### src/rtl/wb_regfile.sv
// rtl/wb_regfile.sv - MIPS write-back mux, 32x32 register file and commit counter
// Optional macro WB_REGFILE_BYPASS_EN: same-cycle write-through on the read ports.
module wb_regfile #(
  parameter int DATA_W = 32,
  parameter int ADDR_W = 5
) (
  input  logic              clock,
  input  logic              startin,
  input  logic [DATA_W-1:0] read_data_input,
  input  logic [DATA_W-1:0] alu_result_input,
  input  logic [ADDR_W-1:0] write_register_input,
  input  logic [1:0]        WB_input,
  input  logic [ADDR_W-1:0] read_reg1,
  input  logic [ADDR_W-1:0] read_reg2,
  output logic [DATA_W-1:0] read_data1,
  output logic [DATA_W-1:0] read_data2,
  output logic [DATA_W-1:0] wb_write_data,
  output logic              wb_reg_write,
  output logic [31:0]       commit_count
);

  localparam int NREG = 1 << ADDR_W;

  logic [DATA_W-1:0] regs_q [NREG];
  logic [31:0]       commit_count_q;
  logic [31:0]       commit_count_d;

  assign wb_write_data  = WB_input[0] ? read_data_input : alu_result_input;
  assign wb_reg_write   = WB_input[1] && (write_register_input != '0);
  assign commit_count_d = commit_count_q + 32'd1;
  assign commit_count   = commit_count_q;

  // Reset wins over a write presented on the same edge.
  always_ff @(posedge clock) begin
    if (startin) begin
      for (int i = 0; i < NREG; i++) begin
        regs_q[i] <= '0;
      end
      commit_count_q <= '0;
    end else if (wb_reg_write) begin
      regs_q[write_register_input] <= wb_write_data;
      commit_count_q <= commit_count_d;
    end
  end

  // wb_reg_write already excludes index 0, so the bypass can never expose $0.
  always_comb begin
    read_data1 = (read_reg1 == '0) ? '0 : regs_q[read_reg1];
`ifdef WB_REGFILE_BYPASS_EN
    if (wb_reg_write && (read_reg1 == write_register_input)) begin
      read_data1 = wb_write_data;
    end
`endif
  end

  always_comb begin
    read_data2 = (read_reg2 == '0) ? '0 : regs_q[read_reg2];
`ifdef WB_REGFILE_BYPASS_EN
    if (wb_reg_write && (read_reg2 == write_register_input)) begin
      read_data2 = wb_write_data;
    end
`endif
  end

endmodule

### config.mk
export PLATFORM = sky130hd
export DESIGN_NAME = wb_regfile
export DESIGN_NICKNAME = d
export VERILOG_FILES = /design/src/rtl/wb_regfile.sv
export SDC_FILE = /design/constraint.sdc
export NUM_CORES = 2
export LEC_CHECK = 0
export ABC_AREA = 1
export BUFFER_PORTS_ARGS = -buffer_cell sky130_fd_sc_hd__buf_4
export CORE_MARGIN = 1
export CORE_UTILIZATION = 40
export CTS_BUF_LIST = sky130_fd_sc_hd__clkbuf_8
export DETAILED_ROUTE_END_ITERATION = 10
export PLACE_DENSITY = 0.61
export SLEW_MARGIN = 20
export SYNTH_ARGS = -nofsm -noshare
export SYNTH_HDL_FRONTEND = slang
export SYNTH_SLANG_ARGS = --single-unit
### constraint.sdc
create_clock -name clock -period 3.55 [get_ports clock]
set_input_delay 0.71 -clock clock [delete_from_list [all_inputs] [get_ports clock]]
set_output_delay 0.71 -clock clock [all_outputs]
set_load 0.005 [all_outputs]
**Word-level counts from Yosys, hierarchy flattened**

Memory sizes are Yosys's and may differ from the RTL's.
Index checks and enable logic that the tools add are counted.

- Flip-flop bits (word level): 32
- RAM bits: 1024
- Input bits: 83
- Logic and storage cells: 19
- Memories: 1

- Add/subtract/negate cells: 1
- Mux-type cells: 11
- Reductions and logical operators: 5

Memory list:

| memory | words | width | rd ports | clocked after memory_dff | write ports | line | text |
|---|---|---|---|---|---|---|---|
| regs_q | 32 | 32 | 2 | 0 | 32 | 24 | `logic [DATA_W-1:0] regs_q [NREG];` |

Operator list:

| kind | count |
|---|---|
| $mux W32 | 4 |
| $add A32 B1 Y32 const B | 1 |
| $reduce_or A32 Y1 | 1 |
| $logic_not A5 Y1 | 2 |
| $mux W1 | 6 |
| $mux W5 | 1 |
| $reduce_bool A5 Y1 | 1 |
| $logic_and A1 B1 Y1 | 1 |

**Logic depth before layout (Yosys ltp)**

- Depth after elaboration: 7
- Depth in mapped cells: 12

**Worst setup path before layout**

Ideal clock, no wire load.

- Kind: in2reg
- From: input port write_register_input[2]
- To: memory regs_q[10][0], enable pin
- Setup time: 0.389 ns
- Arrival time: 2.403 ns
- Required time: 3.161 ns
- Path slack: 0.757 ns
- Cell stages on the path: 9
- Path buffers: 1
- Cell sequence: inv_1 > nand3_1 > nand2_2 > nor2_1 > nand3_1 > inv_1 > nand2_1 > buf_2 > nand2_1

RTL lines:

| what | line | text |
|---|---|---|
| from (decl) | 11 | `input logic [ADDR_W-1:0] write_register_input,` |
| to (decl) | 24 |  |

**Worst setup path in the final report**

- From: input port read_reg1[0]
- To: output port read_data1[0]

- Word-level cells in the longest chain between the ends: 2
- Elaborated cells between the ends (all ways): 3
- Those cells by class: mux (1); reduce/logical (1); memory (1)

Ends and longest elaborated chain:

| what | line | text |
|---|---|---|
| from (decl) | 13 | `input logic [ADDR_W-1:0] read_reg1,` |
| $mem_v2 Z32 W32 or $logic_not A5 Y1 (tied branches) | -- |  |
| $mux W32 (*) | 48 | `read_data1 = (read_reg1 == '0) ? '0 : regs_q[read_reg1];` |
| to (decl) | 15 | `output logic [DATA_W-1:0] read_data1,` |

Mark *: on every way between the ends. The rest lies on a longest branch, timed or not.

==> run_results.csv <==
group,metric,value,unit
yosys,avgSynthCellArea,7.69,um2
clocking,clock_path_buffers,3,
power_and_ir_drop,powerDensity,443,nW/um2
worst_setup_path,rrSetupSlack,1520,ps
clocking,clkLatencyLatePin,920,ps
clocking,hold_buffers,0,
clocking,clockRootBuffer,"clkbuf_8",
sta,setup_viol,1,
sta,drv_slew,0,
grt,grt.total_usage,0.319,
yosys,synthCells,7592,
finish,final_nets,7786,
floorplan,io_pins,212,
worst_setup_path,path_cells,"buf_8 -> clkinv_8 -> buf_12 -> buf_12 -> nand2_1 -> nand3_1 -> nand3_1 -> nand2_1 -> nand2_1 -> nand2_1 -> nor2_1 -> nor2_1 -> buf_4",
drt,via_per_inst,5.87,
power_and_ir_drop,p_comb_frac,0.164,
run_status,violations,"negative setup slack",
grt,grt_overflow,0,
worst_setup_path,critical_path.startpoint,"read_reg1[0]",
drt,drt-total-wl,241000,um
place,gp_congestion,0.917,
worst_setup_path,cp_max_fo,39,
sta,rsz0062_at_grt,"true",
grt,grt_max_degree,93,
finish,num-fill-cells,13900,
sta,max_freq,281,MHz
clocking,cts_tree,"built",
place,portBuffers,211,
clocking,cts.clk_slew.worst_paths,60,ps
run_status,status,"finished with violations",
clocking,cts_buffers,180,
sta,tightest_slew,811,ps
sta,hold_ws,279,ps
power_and_ir_drop,p_sw,9.04,mW
finish,final_common_cell,"nand2_1",
worst_setup_path,cp_slowest_cell,"nor2_1",
worst_setup_path,arrival,2850,ps
worst_setup_path,r2r_start,"commit_count[1]",
finish,synthToLayoutAreaGrowth,15.3,%
sta,min_period_over_period,1.00,
worst_setup_path,cp-end-kind,"primary output",
worst_hold_path,worstHoldStart,"WB_input[1]",
power_and_ir_drop,swShare,0.303,
yosys,ys_seq_area_frac,0.537,
place,hpwl,140000,um
clocking,cts.htree.levels,4,
floorplan,num_rows,139,
grt,grt_pass1_vias,53800,
floorplan,die_w,384,um
floorplan,initial_core_util,0.405,
worst_setup_path,max_stage_delay,400,ps
finish,most-common-layout-cells,"nand2_1, nand3_1, nor2_1",
finish,fin_area,67300,um2
power_and_ir_drop,internal-power,20.8,mW
drt,drt_iter0_markers,8175,
finish,drive_gt1_frac,0.108,
drt,ant_nets,0,
worst_hold_path,min_path_type,"primary input to register",
power_and_ir_drop,peakVddDrop,455,uV
drt,drt_first_pass_iters,9,
drt,num_vias,57200,
yosys,syn_area,58400,um2
clocking,clock_sinks,1056,
drt,wl_per_cell,24.7,um
floorplan,core_region_area,144000,um2
power_and_ir_drop,p_seq_frac,0.493,
worst_setup_path,crit_type,"primary input to primary output",
yosys,yosysWarnings,0,
floorplan,die-area,148000,um2
power_and_ir_drop,clock_power_share,0.343,
grt,grt_first_pass_wirelength,348000,um
grt,antenna_found_initial,14,
sta,relSlewSlack,0.455,
drt,drc,0,
sta,finalCriticalPeriod,3560,ps
sta,fin_ws,-7.91,ps
worst_hold_path,worstHoldPathCells,5,
worst_setup_path,critPathLaunchType,"primary input",
floorplan,dieHeight,384,um
place,place_area,64100,um2
sta,fin_worst_skew,3.18,ps
worst_setup_path,required,2840,ps
clocking,post_cts_buffers,0,
flow_run,maxCapViolations,0,
sta,hold_viol,0,
worst_setup_path,crit_top_cell,"nand2_1",
place,dp_worst_setup_slack,75.7,ps
yosys,ys_types,23,
yosys,ys_ff_latch,1056,
worst_setup_path,rr_worst_depth,8,
power_and_ir_drop,p_leak,28.7,nW
[layer usage]
layer	track usage	part of all wire	vias up
met3	0.0986	0.14	841
li1	-	-	25200
met5	0	0.00066	-
met1	0.418	0.38	27000
met2	0.475	0.43	4139
met4	0.162	0.051	24
[flip-flops by register name, summed over array words and instances (netlist names)]
name          flops
commit_count     32
regs_q         1024
[what timing repair did]
action                                  in CTS  in global routing
endpoints found under the setup margin       0                  4
resized for setup                            0                  5
endpoints found under the hold margin        0                  0
[cell type report]
type,instances,area [um2],area share
Sequential cell,1056,31400,0.466
Timing Repair Buffer,544,5460,0.0810
Clock inverter,145,684,0.0102
Inverter,145,589,0.00875
Multi-Input combinational cell,5775,24300,0.361
Clock buffer,181,2490,0.0370
Antenna cell,1,2.50,0.0000372
Tap cell,1903,2380,0.0354
[final timing paths]
kind / endpoint
setup / recovery: read_data1[0]
hold / removal: commit_count[15]
setup reg to reg: commit_count[20]
hold reg to reg: commit_count[12]
[cell families after synthesis]
family	synth area share
flops	0.537
simple gates	0.383
xor+xnor	0.000750
other cells	0.0000642
buf+inv	0.0545
compound gates	0.0237
fa+ha+maj	0.000214
[worst max-delay path, delay by kind of cell]
kind	cells	cell delay [ps]
buf+inv	5	1060
simple gates	8	1020
[power by group through the flow]
stage / registers, mW / logic (mW) / clock network (mW)
floorplan: 14.8 / 2.56 / 0
global placement: 14.9 / 4.67 / 0
detailed placement: 14.9 / 4.72 / 0
CTS: 14.7 / 4.73 / 10.3
global route: 14.8 / 5.19 / 10.7
finish: 14.7 / 4.88 / 10.2
[cell usage after synthesis]
library cell / instances / share of area
nand2_1: 2626 / 0.17
nand3_1: 1443 / 0.12
nor2_1: 1376 / 0.088
edfxtp_1: 1024 / 0.53
clkbuf_1: 391 / 0.025
buf_2: 169 / 0.014
inv_1: 141 / 0.0091
o21ai_0: 114 / 0.0098
a21oi_1: 102 / 0.0087
buf_1: 87 / 0.0056
dfxtp_1: 32 / 0.011
o21ai_1: 32 / 0.0027
o211ai_1: 19 / 0.0024
nor3_1: 13 / 0.0011
nand4_1: 9 / 0.00096
inv_2: 4 / 0.00026
xor2_1: 3 / 0.00045
xnor2_1: 2 / 0.00030
and2_1: 1 / 0.00011
conb_1: 1 / 0.000064
ha_1: 1 / 0.00021
nand2_2: 1 / 0.00011
nor2_2: 1 / 0.00011
[stage by stage]
stage | std cells | utilization | TNS (ps) | power [mW]
4_1_cts | 9749 | 0.467 | 0 | 29.7
2_1_floorplan | 7623 | - | 0 | 17.4
6_report | 9750 | 0.467 | -7.91 | 29.8
5_1_grt | 9750 | 0.467 | -31.6 | 30.7
3_5_place_dp | 9423 | 0.445 | 0 | 19.6
3_3_place_gp | 9423 | 0.445 | 0 | 19.6
Power figures use the tool's default switching activity.
